--- src/rtl/sar_search_ctrl.sv ---
// sar_search_ctrl
//
// Successive-approximation search controller. Drives the probe side of a
// magnitude comparator and binary-searches, MSB first, for the largest
// WIDTH-bit value that is not greater than the comparator's hidden target.
// The outcome is reported with a one-cycle done pulse.
//
// Build option: SAR_EARLY_EXIT_EN
//    defined   - an exact-match verdict ends the search immediately
//    undefined - every search issues exactly WIDTH probes (fixed latency)
//
// Ports:
//    clk          rising-edge clock
//    rst          synchronous reset, active-high
//    start        begin a search (sampled only in IDLE)
//    probe        candidate value presented to the comparator
//    probe_valid  probe is stable and awaits a verdict
//    cmp_valid    verdict valid; transfer on probe_valid & cmp_valid
//    cmp_lt       probe <  target
//    cmp_eq       probe == target
//    cmp_gt       probe >  target
//    busy         search in progress (PROBE state)
//    done         one-cycle pulse at the end of a search
//    result       search outcome, held until overwritten by the next search
//    found        exact match seen in the last search
//    err          last search aborted on an illegal verdict
//
// state  | meaning
// -------+-----------------------------------------------------------
// IDLE   | waiting for start
// PROBE  | probe presented, waiting for a verdict transfer
// FINISH | one-cycle wrap-up: latch result, pulse done

module sar_search_ctrl #(
   parameter int WIDTH = 4
) (
   input  logic             clk,
   input  logic             rst,
   input  logic             start,
   output logic [WIDTH-1:0] probe,
   output logic             probe_valid,
   input  logic             cmp_valid,
   input  logic             cmp_lt,
   input  logic             cmp_eq,
   input  logic             cmp_gt,
   output logic             busy,
   output logic             done,
   output logic [WIDTH-1:0] result,
   output logic             found,
   output logic             err
);

   localparam int KW = (WIDTH > 1) ? $clog2(WIDTH) : 1;
   localparam logic [KW-1:0]    K_TOP = KW'(WIDTH - 1);
   localparam logic [WIDTH-1:0] ONE   = WIDTH'(1);

   typedef enum logic [1:0] {
      S_IDLE,
      S_PROBE,
      S_FINISH
   } state_t;

   state_t           state_q, state_d;
   logic [WIDTH-1:0] acc_q, acc_d;
   logic [KW-1:0]    k_q, k_d;
   logic [WIDTH-1:0] probe_q, probe_d;
   logic [WIDTH-1:0] result_q, result_d;
   logic             found_q, found_d;
   logic             err_q, err_d;

   logic             legal;
   logic             early_hit;

   // Exactly one verdict flag must be high for a transfer to be usable.
   assign legal = ({cmp_lt, cmp_eq, cmp_gt} == 3'b100) ||
                  ({cmp_lt, cmp_eq, cmp_gt} == 3'b010) ||
                  ({cmp_lt, cmp_eq, cmp_gt} == 3'b001);

`ifdef SAR_EARLY_EXIT_EN
   assign early_hit = cmp_eq;
`else
   assign early_hit = 1'b0;
`endif

   always_comb begin
      state_d  = state_q;
      acc_d    = acc_q;
      k_d      = k_q;
      probe_d  = probe_q;
      result_d = result_q;
      found_d  = found_q;
      err_d    = err_q;

      case (state_q)
         S_IDLE: begin
            if (start) begin
               acc_d   = '0;
               k_d     = K_TOP;
               found_d = 1'b0;
               err_d   = 1'b0;
               probe_d = ONE << K_TOP;
               state_d = S_PROBE;
            end
         end

         S_PROBE: begin
            if (cmp_valid) begin
               if (!legal) begin
                  err_d   = 1'b1;
                  state_d = S_FINISH;
               end else begin
                  // Keep the trial bit when probe <= target.
                  if (cmp_lt || cmp_eq) begin
                     acc_d = probe_q;
                  end
                  if (cmp_eq) begin
                     found_d = 1'b1;
                  end
                  if ((k_q == '0) || early_hit) begin
                     state_d = S_FINISH;
                  end else begin
                     k_d     = k_q - 1'b1;
                     probe_d = acc_d | (ONE << k_d);
                  end
               end
            end
         end

         S_FINISH: begin
            result_d = acc_q;
            state_d  = S_IDLE;
         end

         default: begin
            state_d = S_IDLE;
         end
      endcase
   end

   always_ff @(posedge clk) begin
      if (rst) begin
         state_q  <= S_IDLE;
         acc_q    <= '0;
         k_q      <= K_TOP;
         probe_q  <= '0;
         result_q <= '0;
         found_q  <= 1'b0;
         err_q    <= 1'b0;
      end else begin
         state_q  <= state_d;
         acc_q    <= acc_d;
         k_q      <= k_d;
         probe_q  <= probe_d;
         result_q <= result_d;
         found_q  <= found_d;
         err_q    <= err_d;
      end
   end

   assign probe       = probe_q;
   assign probe_valid = (state_q == S_PROBE);
   assign busy        = (state_q == S_PROBE);
   assign done        = (state_q == S_FINISH);
   assign result      = result_q;
   assign found       = found_q;
   assign err         = err_q;

endmodule

--- config.mk ---
export PLATFORM = sky130hd
export DESIGN_NAME = sar_search_ctrl
export DESIGN_NICKNAME = d
export VERILOG_FILES = /design/src/rtl/sar_search_ctrl.sv
export SDC_FILE = /design/constraint.sdc
export NUM_CORES = 1
export LEC_CHECK = 0
export BUFFER_PORTS_ARGS = -buffer_cell sky130_fd_sc_hd__buf_2
export CAP_MARGIN = 20
export CORE_ASPECT_RATIO = 0.7
export CORE_UTILIZATION = 45
export DETAILED_ROUTE_END_ITERATION = 10
export PLACE_DENSITY = 0.68
export SLEW_MARGIN = 5
export SYNTH_ARGS = -nofsm -noshare
export SYNTH_HDL_FRONTEND = slang
export SYNTH_SLANG_ARGS = --single-unit
--- constraint.sdc ---
create_clock -name clk -period 2.11 [get_ports clk]
set_clock_uncertainty 0.15 [all_clocks]
set_input_delay 0.422 -clock clk [delete_from_list [all_inputs] [get_ports clk]]
set_output_delay 0.422 -clock clk [all_outputs]
set_load 0.02 [all_outputs]
After elaboration in Yosys (flattened, before gate mapping)
Cells that the tools add are included.
{"block": "totals", "regBits": 18, "output_inout_bits": 13, "elab_cells": 64}
{"block": "classes", "addsub": 1, "n_eq_ne": 12, "shift": 1, "mux": 31, "bitwise": 1, "reduce_logical": 11}
{"operator": "$mux W4", "count": 11}
{"operator": "$mux W2", "count": 8}
{"operator": "$pmux W4 S2", "count": 2}
{"operator": "$ne A2 B2 Y1 const B", "count": 5}
{"operator": "$reduce_and A5 Y1", "count": 2}
{"operator": "$pmux W2 S2", "count": 2}
{"operator": "$reduce_and A4 Y1", "count": 2}
{"operator": "$mux W1", "count": 6}
{"operator": "$logic_not A2 Y1", "count": 2}
{"operator": "$or A4 B4 Y4", "count": 1}
{"operator": "$pmux W1 S2", "count": 2}
{"operator": "$shl A1 B2 Y4 const A", "count": 1}
{"operator": "$eq A3 B1 Y1 const B", "count": 1}
{"operator": "$eq A3 B2 Y1 const B", "count": 1}
{"operator": "$eq A3 B3 Y1 const B", "count": 1}
{"operator": "$logic_or A1 B1 Y1", "count": 3}
{"operator": "$ne A3 B2 Y1 const B", "count": 1}
{"operator": "$reduce_and A3 Y1", "count": 1}
{"operator": "$eq A2 B1 Y1 const B", "count": 1}
{"operator": "$eq A2 B2 Y1 const B", "count": 1}
{"operator": "$ne A2 B1 Y1 const B", "count": 1}
{"operator": "$reduce_bool A2 Y1", "count": 1}
{"operator": "$sub A2 B1 Y2 const B", "count": 1}

Depth between registers and ports, before layout
Gate-level depths: netlist of run 1.
{"block": "logic_depth", "word_depth": 11, "depth_mapped": 7, "depth_no_buf": 6}

Least setup slack after synthesis of run 1
OpenSTA, ideal clock, no wires.
{"block": "synth_timing", "kind": "reg2reg", "start": "register k_q[0]", "end": "register probe_q[3] (netlist: probe[3])", "setup_ns": 0.080, "t_arrival_ns": 1.433, "required_time_ns": 1.880, "slack_ns": 0.447, "stages_incl_launch_ff": 8, "n_path_buf": 1, "synth_period_minus_slack_ns": 1.663, "path_cell_list": "dfxtp_1 inv_1 ha_1 nor4b_2 a21oi_1 buf_2 o31ai_1 nor3b_1"}
{"block": "synth_between", "elab_chain_len": 7}
{"item": "start: declaration", "line": "65", "source": "logic [KW-1:0] k_q, k_d;"}
{"item": "start signal: assignment", "line": "152", "source": "k_q <= k_d;"}
{"item": "$sub A2 B1 Y2", "line": "122", "source": "k_d = k_q - 1'b1;"}
{"item": "$shl A1 B2 Y4", "line": "123", "source": "probe_d = acc_d | (ONE << k_d);"}
{"item": "$or A4 B4 Y4", "line": "123"}
{"item": "$mux W4", "line": "119", "source": "if ((k_q == '0) || early_hit) begin"}
{"item": "$mux W4", "line": "108", "source": "if (!legal) begin"}
{"item": "$mux W4", "line": "107", "source": "if (cmp_valid) begin"}
{"item": "$pmux W4 S2", "line": "94", "source": "case (state_q)"}
{"item": "end signal: assignment", "line": "153", "source": "probe_q <= probe_d;"}
{"item": "end: declaration", "line": "66", "source": "logic [WIDTH-1:0] probe_q, probe_d;"}
Parallel ways exist; a longest one is shown, timed or not. The select of a mux whose other input is x is not followed.
A chain may end at the register's enable or synchronous reset.

Final worst setup path of run 1
{"block": "layout_timing", "start": "register k_q[0]", "end": "register k_q[0]"}
{"block": "layout_between", "elab_chain_len": 5}
{"item": "$sub A2 B1 Y2", "line": "122"}
{"item": "$mux W2", "line": "119"}
{"item": "$mux W2", "line": "108"}
{"item": "$mux W2", "line": "107"}
{"item": "$pmux W2 S2", "line": "94"}
Parallel ways exist; a longest one is shown, timed or not. The select of a mux whose other input is x is not followed.

==> results by group, run 1 <==
Route
  • DRT iter0 DRCs: 15
  • Vias: 797
  • Via/cell ratio: 5.42
  • DRC Markers: 0
  • Drt pass-1 iters: 3
  • Routed WL: between 1.5 and 2 mm
  • WL per Instance: 13.4 um
  • Post-route ant nets: 0

Cells and area
  • Layout fillers: about 180
  • Final Util: 56.0%
  • Layout cells sized above 1: 23.2%
  • Ant diodes: 0
  • Final net count: 137
  • Multi-input logic area: slightly below 500 um^2
  • Register area: 360 um^2
  • Area Overhead vs Synth: 16.1%
  • Finished Cell Area: 0.00105 mm^2

Place
  • Setup slack at placement: 0.317 ns
  • Gp weighted congestion: about 0.8
  • PortBufs: 19
  • Dpl hpwl: approximately 1.5 mm
  • Placed Area: 0.00101 mm^2

Global routing
  • Gr ovfl total: 0
  • First-pass GRT wire length: between 3 and 4 mm
  • Largest net degree at the start of global routing: 13
  • Tot GR Track Use: 20.6%
  • Initial antenna violation count: 0
  • Vias in the first global route: ~730

STA
  • Final hold violation count: 0
  • Final TNS setup: 0 ns
  • Max_slew headroom: 72.2%
  • Period utilization: 86.7%
  • Setup violators final: 0
  • Final worst slack: 0.280 ns
  • Fin. max-slew vios: 0
  • Final min period: 1.83 ns
  • Max Fclk: 546 MHz
  • RSZ-0062 raised after global routing: no
  • Least-Margin Pin Slew: around 0.41 ns

Worst setup path
  • Slowest CP cell: dfxtp_1
  • Worst EP required: ~2.2 ns
  • Critical path startpoint category: flip-flop
  • CP peak stage delay: roughly 0.40 ns
  • CP delay by family, top: flip-flops
  • Critical path, cell by cell: inv_1 -> ha_1 -> nor4b_2 -> a21oi_1 -> buf_4 -> nor3_1 -> o21ba_2
  • Buffers & Inverters on Critical Path: 2
  • CP Class: flip-flop to flip-flop
  • CP Capture Type: flip-flop
  • Critical path arrival: 1.88 ns
  • Crit-path max FO: 7

Die
  • Core ar.: 0.00187 mm^2
  • Row count: 13
  • Height of the chip: 39.5 um
  • Die width: 55.5 um
  • Starting Density: 48.2%
  • I/O pin count: 20
  • Die ar.: roughly 0.0022 mm^2

CTS
  • CTS tree: done
  • CTS Hold Bufs: 0
  • Worst-path clk slew: 0.10 ns
  • CTS H-tree lvls: 1
  • # Post-CTS Setup Buffers: 0
  • Post_cts resized: 0
  • Sink Count: 18
  • Worst skew pair latency: 0.29 ns
  • Root Driver: clkbuf_4
  • Total CTS buffers: 3
  • Max clock buf depth: 2

Power and ir drop
  • P per Cell Area: 642 mW/mm^2
  • Leakage: 0.443 nW
  • Max VDD drop: about 0.44 mV
  • Total power: 0.672 mW

Run
  • Max-cap violations: 0

Status
  • Outcome: completed

Yosys
  • Sequential share of the synthesized area: between 30 and 40%
  • Syn Nets: 117
  • Netlist Area Pre-Place: around 900 um^2
  • Mean Syn Cell Area: about 8.5 um^2
  • Async SR Flop Fraction: 0%
  • Yosys warns: 0
  • Synth Register Bits: 18
  • Mapped Cells: between 100 and 150
  • Synth Flop Type: dfxtp_1
  • Synth cell types: 34
  • Number of synthesized flops with an enable pin: 0

Min path
  • Hold WC Path Type: primary input to flip-flop
[tightest hold or removal path, delay by kind of cell]
family        cells  cell delay, ns
buf+inv           1            0.11
simple gates      2            0.13
[metal layers]
metal	routed length (um)	global-route usage [%]
met1	999	24.7
met2	881	34.6
met3	79	7.92
met4	13	7.50
met5	0	0
[path summary, 6_finish.rpt]
kind / depth (start not counted) / startpoint / slack (ns) / endpoint
max: 7 / k_q[0] / 0.28 / k_q[0]
min: 3 / start / 0.25 / state_q[0]
max reg2reg: 7 / k_q[0] / 0.28 / k_q[0]
min reg2reg: 1 / err / 0.33 / err
[cell usage after synthesis, types with 2 or more instances]
cell type  count  area, um^2
a211o_1        3        26.3
a21oi_1        7        35.0
buf_2          2        10.0
buf_4          2        15.0
clkbuf_1       3        11.3
dfxtp_1       18         360
ha_1           4        50.1
inv_1          5        18.8
mux2i_1        5        50.1
nand2_1        9        33.8
nor2_1        12        45.0
nor2b_1        3        18.8
nor3_1         3        15.0
nor3b_1        3        22.5
nor4_1         2        12.5
o21a_1         2        15.0
o21ai_0        6        30.0
[sequential cells by signal (all words and copies together) (netlist names)]
signal   flops
state_q      2
found        1
result       4
acc_q        4
probe        4
err          1
k_q          2
[placed cells by master, fill, tap and decap left out, drive strengths merged]
| cell type | instances |
|---|---|
| a211o | 3 |
| a211oi | 1 |
| a21oi | 7 |
| a31oi | 1 |
| and2 | 1 |
| and3 | 1 |
| buf | 22 |
| clkbuf | 4 |
| dfxtp | 18 |
| ha | 4 |
| inv | 5 |
| mux2i | 5 |
| nand2 | 9 |
| nand3b | 1 |
| nand4 | 1 |
| nor2 | 12 |
| nor2b | 3 |
| nor3 | 3 |
| nor3b | 3 |
| nor4 | 2 |
| nor4b | 1 |
| o211ai | 1 |
| o21a | 2 |
| o21ai | 7 |
| o21ba | 1 |
| o311ai | 1 |
| o31a | 1 |
| o31ai | 1 |
| or2 | 2 |
| xnor2 | 1 |
| xor2 | 1 |
[cell type report]
type / instances / area share (%)
Timing Repair Buffer: 22 / 11.2
Multi-Input combinational cell: 76 / 46.5
Tap cell: 22 / 2.63
Clock buffer: 4 / 3.46
Sequential cell: 18 / 34.4
Inverter: 5 / 1.79
[kinds of logic (layout without fill, tap and decap cells)]
family,Yosys count,count (layout),synth area share [%]
AO/OA/AOI/OAI,26,26,18.6
XOR/XNOR,2,2,1.94
adder cells (fa/ha/maj),4,4,5.55
buffers and inverters,12,31,6.10
flip-flops,18,18,39.9
multiplexers,5,5,5.55
AND/OR/NAND/NOR,39,39,22.3
[metrics by stage]
| step | hold slack, ns | std cells |
|---|---|---|
| 6_report | 0.253 | 147 |
| 3_5_place_dp | 0.312 | 143 |
| 3_3_place_gp | 0.296 | 143 |
| 2_1_floorplan | 0.313 | 106 |
| 4_1_cts | 0.247 | 147 |
| 5_1_grt | 0.285 | 147 |
[power by group]
group          total (mW)  switching [mW]  leakage (nW)  internal (mW)
combinational       0.104          0.0657         0.276         0.0382
sequential          0.357         0.00883         0.146          0.348
clock               0.212           0.106        0.0210          0.105
total               0.672           0.181         0.443          0.491
Note: power is estimated with default switching activity, not from simulation.
==> run 2: changes to the inputs <==
- PLACE_DENSITY: 0.68 -> 0.65
==> results by group, run 2 (synthesized netlist as in run 1, its figures left out) <==
Run
  • Max-cap violations: 0 (unchanged)

CTS
  • Post_cts resized: 0 (unchanged)
  • Max clock buf depth: 2 (unchanged)
  • Worst skew pair latency: 0.30 ns (was 0.29 ns)
  • Root Driver: clkbuf_4 (unchanged)
  • CTS H-tree lvls: 1 (unchanged)
  • Total CTS buffers: 3 (unchanged)
  • CTS Hold Bufs: 0 (unchanged)
  • # Post-CTS Setup Buffers: 0 (unchanged)
  • Sink Count: 18 (unchanged)
  • CTS tree: done (unchanged)
  • Worst-path clk slew: 0.11 ns (was 0.10 ns)

Die
  • Die width: 55.5 um (unchanged)
  • Die ar.: 0.00219 mm^2 (unchanged)
  • Core ar.: 0.00187 mm^2 (unchanged)
  • Row count: 13 (unchanged)
  • Starting Density: 48.2% (unchanged)
  • Height of the chip: 39.5 um (unchanged)
  • I/O pin count: 20 (unchanged)

STA
  • Period utilization: 87.3% (was 86.7%)
  • Final hold violation count: 0 (unchanged)
  • Final TNS setup: 0 ns (unchanged)
  • Max Fclk: 543 MHz (was 546 MHz)
  • RSZ-0062 raised after global routing: no (unchanged)
  • Fin. max-slew vios: 0 (unchanged)
  • Setup violators final: 0 (unchanged)
  • Least-Margin Pin Slew: 0.496 ns (was 0.413 ns)
  • Final worst slack: 0.269 ns (was 0.280 ns)
  • Max_slew headroom: 66.9% (was 72.2%)
  • Hold slack: 0.259 ns (was 0.253 ns)
  • Final min period: 1.84 ns (was 1.83 ns)

Cells and area
  • Finished Cell Area: 0.00104 mm^2 (was 0.00105 mm^2)
  • Most frequent cells in the layout: buf_2, dfxtp_1, nor2_1 (unchanged)
  • Final net count: 136 (was 137)
  • Final Util: 55.8% (was 56.0%)
  • Layout cells sized above 1: 23.4% (was 23.2%)
  • Final std cells w/o fill: 146 (was 147)
  • Layout fillers: 187 (was 181)
  • Area Overhead vs Synth: 15.7% (was 16.1%)
  • Most common cell after layout, fill and taps aside: buf_2 (unchanged)
  • Ant diodes: 0 (unchanged)

Place
  • Placed Area: 0.00100 mm^2 (was 0.00101 mm^2)
  • Gp weighted congestion: 0.838 (was 0.798)
  • PortBufs: 19 (unchanged)
  • Setup slack at placement: 0.0300 ns (was 0.317 ns)
  • Dpl hpwl: 1.47 mm (was 1.51 mm)
  • Placed Cells: 142 (was 143)

Power and ir drop
  • P per Cell Area: 644 mW/mm^2 (was 642 mW/mm^2)
  • Total power: 0.672 mW (about the same)
  • Leakage: 0.439 nW (was 0.443 nW)
  • Max VDD drop: 0.401 mV (was 0.444 mV)

Global routing
  • Largest net degree at the start of global routing: 13 (unchanged)
  • Initial antenna violation count: 0 (unchanged)
  • Gr ovfl total: 0 (unchanged)
  • Tot GR Track Use: 20.5% (was 20.6%)
  • First-pass GRT wire length: 3.32 mm (was 3.28 mm)
  • Vias in the first global route: 723 (was 728)

Route
  • DRC Markers: 0 (unchanged)
  • Vias: 789 (was 797)
  • Routed WL: 1.92 mm (was 1.97 mm)
  • Drt pass-1 iters: 4 (was 3)
  • Post-route ant nets: 0 (unchanged)
  • Via/cell ratio: 5.40 (was 5.42)
  • WL per Instance: 13.1 um (was 13.4 um)
  • DRT iter0 DRCs: 22 (was 15)

Worst setup path
  • Path depth of the worst reg2reg path: 6 (was 7)
  • CP Capture Type: flip-flop (unchanged)
  • Worst EP required: 2.16 ns (about the same)
  • Crit-path max FO: 11 (was 7)
  • R2r setup slk: 0.27 ns (was 0.28 ns)
  • CP Class: flip-flop to flip-flop (unchanged)
  • Critical path arrival: 1.89 ns (was 1.88 ns)
  • Critical path startpoint category: flip-flop (unchanged)

Min path
  • Hold WC Path Type: primary input to flip-flop (unchanged)
  • WHS Path Cells: 3 (unchanged)

Status
  • Outcome: completed (unchanged)
[run 2: path summary, 6_finish.rpt]
check | from | to
worst max-delay path | k_q[1] | k_q[0]
worst min-delay path | start | state_q[0]
worst max register to register | k_q[1] | k_q[0]
worst min register to register | err | err
[run 2: area by class of cell]
type | count | area [um^2] | share of cell area [%]
multi-input combinational | 76 | 490 | 47.0
sequential | 18 | 360 | 34.5
timing repair buffer | 21 | 110 | 10.6
clock buffer | 4 | 36.3 | 3.48
tap | 22 | 27.5 | 2.64
inverter | 5 | 18.8 | 1.80
[run 2: power breakdown]
| group | switching (mW) | internal, mW |
|---|---|---|
| sequential | 0.00826 | 0.348 |
| clock | 0.111 | 0.105 |
| combinational | 0.0638 | 0.0365 |
| total | 0.183 | 0.489 |
[run 2: metal layers]
layer	vias to the layer above	global-route usage [%]	share of wire (%)	routed length, um
met5	-	0	0	0
met4	0	3.75	0.52	10
met3	2	7.26	5.7	109
met2	18	32.2	41	786
met1	367	27.6	53	1010
li1	402	-	-	-
[run 2: worst max-delay path, cell delays in order, from the launching register on]
cell and delay, ns:
dfxtp_1 0.35, inv_1 0.12, ha_1 0.20, nor2_1 0.06, a21oi_2 0.41, o21ai_1 0.21
o21ba_2 0.23
==> run 3: changes to the inputs <==
- CORE_ASPECT_RATIO: 0.7 -> not set
- CORE_UTILIZATION: 45 -> 51
- PLACE_DENSITY: 0.65 -> 0.73
==> results by group, run 3 (synthesized netlist as in run 1, its figures left out) <==
Worst setup path
  • Capture point of the worst path: k_q[0] (unchanged)
  • Path depth of the worst reg2reg path: 7 (was 6)
  • CP delay by family, top: flip-flops (was compound AO/OA/AOI/OAI gates)
  • CP Class: flip-flop to flip-flop (unchanged)
  • FF-to-FF End: k_q[0] (unchanged)
  • Critical path startpoint category: flip-flop (unchanged)
  • Slowest CP cell: dfxtp_1 (was a21oi_2)
  • Crit Reg-Reg Startpoint: k_q[0] (was k_q[1])
  • CP peak stage delay: 0.39 ns (was 0.41 ns)
  • Critical path arrival: 1.88 ns (was 1.89 ns)
  • WP depth: 7 (was 6)
  • Worst Setup SP: k_q[0] (was k_q[1])
  • Buffers & Inverters on Critical Path: 2 (was 1)
  • CP Capture Type: flip-flop (unchanged)
  • Crit-path max FO: 6 (was 11)
  • Critical path, cell by cell: inv_1 -> ha_1 -> nor4b_2 -> a21oi_1 -> buf_4 -> nor3_1 -> o21ba_2 (was inv_1 -> ha_1 -> nor2_1 -> a21oi_2 -> o21ai_1 -> o21ba_2)
  • R2r setup slk: 0.28 ns (was 0.27 ns)
  • Worst EP required: 2.16 ns (about the same)

Route
  • Drt pass-1 iters: 4 (unchanged)
  • DRT iter0 DRCs: 8 (was 22)
  • Via/cell ratio: 5.65 (was 5.40)
  • Routed WL: 1.84 mm (was 1.92 mm)
  • Post-route ant nets: 0 (unchanged)
  • WL per Instance: 13.0 um (was 13.1 um)
  • Vias: 796 (was 789)
  • DRC Markers: 0 (unchanged)

Power and ir drop
  • Max VDD drop: 0.425 mV (was 0.401 mV)
  • Int Pwr: 0.491 mW (was 0.489 mW)
  • Comb power frac: 15.1% (was 14.9%)
  • Psw: 0.179 mW (was 0.183 mW)
  • Leakage: 0.443 nW (was 0.439 nW)
  • P per Cell Area: 645 mW/mm^2 (was 644 mW/mm^2)
  • Switching Fraction: 26.7% (was 27.2%)
  • Reg power frac: 53.1% (was 52.9%)
  • Clk pwr share: 31.8% (was 32.2%)

CTS
  • Total CTS buffers: 3 (unchanged)
  • Worst-path clk slew: 0.11 ns (about the same)
  • Worst skew pair latency: 0.30 ns (about the same)
  • CTS Hold Bufs: 0 (unchanged)
  • # Post-CTS Setup Buffers: 0 (unchanged)
  • Sink Count: 18 (unchanged)
  • CTS H-tree lvls: 1 (unchanged)
  • Max clock buf depth: 2 (unchanged)
  • Root Driver: clkbuf_4 (unchanged)
  • Post_cts resized: 0 (unchanged)
  • CTS tree: done (unchanged)

Cells and area
  • Ant diodes: 0 (unchanged)
  • Area Overhead vs Synth: 15.3% (was 15.7%)
  • Final net count: 137 (was 136)
  • Layout cells sized above 1: 23.2% (was 23.4%)
  • Layout fillers: 145 (was 187)
  • Most common cell after layout, fill and taps aside: buf_2 (unchanged)
  • Multi-input logic area: 487 um^2 (was 490 um^2)
  • Register area: 360 um^2 (unchanged)
  • Most frequent cells in the layout: buf_2, dfxtp_1, nor2_1 (unchanged)

Global routing
  • First-pass GRT wire length: 2.97 mm (was 3.32 mm)
  • Gr ovfl total: 0 (unchanged)
  • Vias in the first global route: 687 (was 723)
  • Tot GR Track Use: 20.6% (was 20.5%)
  • Largest net degree at the start of global routing: 13 (unchanged)
  • Initial antenna violation count: 0 (unchanged)

Die
  • Row count: 14 (was 13)
  • Die ar.: 0.00194 mm^2 (was 0.00219 mm^2)
  • Height of the chip: 44.1 um (was 39.5 um)
  • Core ar.: 0.00158 mm^2 (was 0.00187 mm^2)
  • I/O pin count: 20 (unchanged)
  • Die width: 44.1 um (was 55.5 um)
  • Starting Density: 57.2% (was 48.2%)

Place
  • PortBufs: 19 (unchanged)
  • Gp weighted congestion: 0.831 (was 0.838)
  • Dpl hpwl: 1.40 mm (was 1.47 mm)

STA
  • Least-Margin Pin Slew: 0.415 ns (was 0.496 ns)
  • Max_slew headroom: 72.3% (was 66.9%)
  • RSZ-0062 raised after global routing: no (unchanged)
  • Period utilization: 86.5% (was 87.3%)
  • Fin. max-slew vios: 0 (unchanged)
  • Setup violators final: 0 (unchanged)
  • Final hold violation count: 0 (unchanged)
  • Hold slack: 0.254 ns (was 0.259 ns)
  • Final TNS setup: 0 ns (unchanged)
  • Final min period: 1.83 ns (was 1.84 ns)
  • Max Fclk: 548 MHz (was 543 MHz)

Min path
  • Hold WC Path Type: primary input to flip-flop (unchanged)

Run
  • Max-cap violations: 0 (unchanged)

Status
  • Outcome: completed (unchanged)
==> run 3: worst min-delay path by stage <==
| stage | from | to | slack [ns] | depth (start not counted) |
|---|---|---|---|---|
| CTS | start | state_q[0] | 0.25 | 3 |
| global route | start | state_q[0] | 0.27 | 3 |
| detailed placement | err | err | 0.30 | 1 |
| finish | start | state_q[0] | 0.25 | 3 |
| global placement | err | err | 0.29 | 1 |
| floorplan | acc_q[0] | acc_q[0] | 0.31 | 2 |
==> run 3: area by class of cell <==
type / count / share of cell area [%]
well taps: 16 / 1.93
multi-input cells: 76 / 46.8
flip-flops and latches: 18 / 34.7
repair buffers: 22 / 11.3
inverters: 5 / 1.81
clock buffers: 4 / 3.49
==> run 3: per-stage QoR <==
step	power, mW	setup slack [ns]	instance area, um^2	util [%]	instances
2_1_floorplan	0.436	0.447	902	-	106
3_3_place_gp	0.463	0.377	1000	63.7	137
3_5_place_dp	0.464	0.302	1000	63.7	137
4_1_cts	0.680	0.283	1040	66.0	141
5_1_grt	0.698	0.108	1040	66.0	141
6_report	0.670	0.285	1040	66.0	141
==> run 3: power by group through the flow <==
| stage | combinational (mW) | clock [mW] | sequential, mW |
|---|---|---|---|
| after floorplan | 0.0698 | 0 | 0.366 |
| after global placement | 0.0997 | 0 | 0.363 |
| after CTS | 0.101 | 0.222 | 0.356 |
| after detailed placement | 0.100 | 0 | 0.364 |
| after global routing | 0.111 | 0.229 | 0.358 |
| final | 0.101 | 0.213 | 0.356 |
==> run 3: metal layers <==
layer	share of wire, %	up-vias	global-route usage, %
met5	0	-	0
met4	1.8	0	10.9
met3	4.3	5	2.45
met2	45	20	32.4
met1	49	362	27.7
li1	-	409	-
==> run 3: worst min-delay path: stages <==
cell,delay [ns]
buf_2,0.11
nor2_1,0.08
nor4_1,0.05
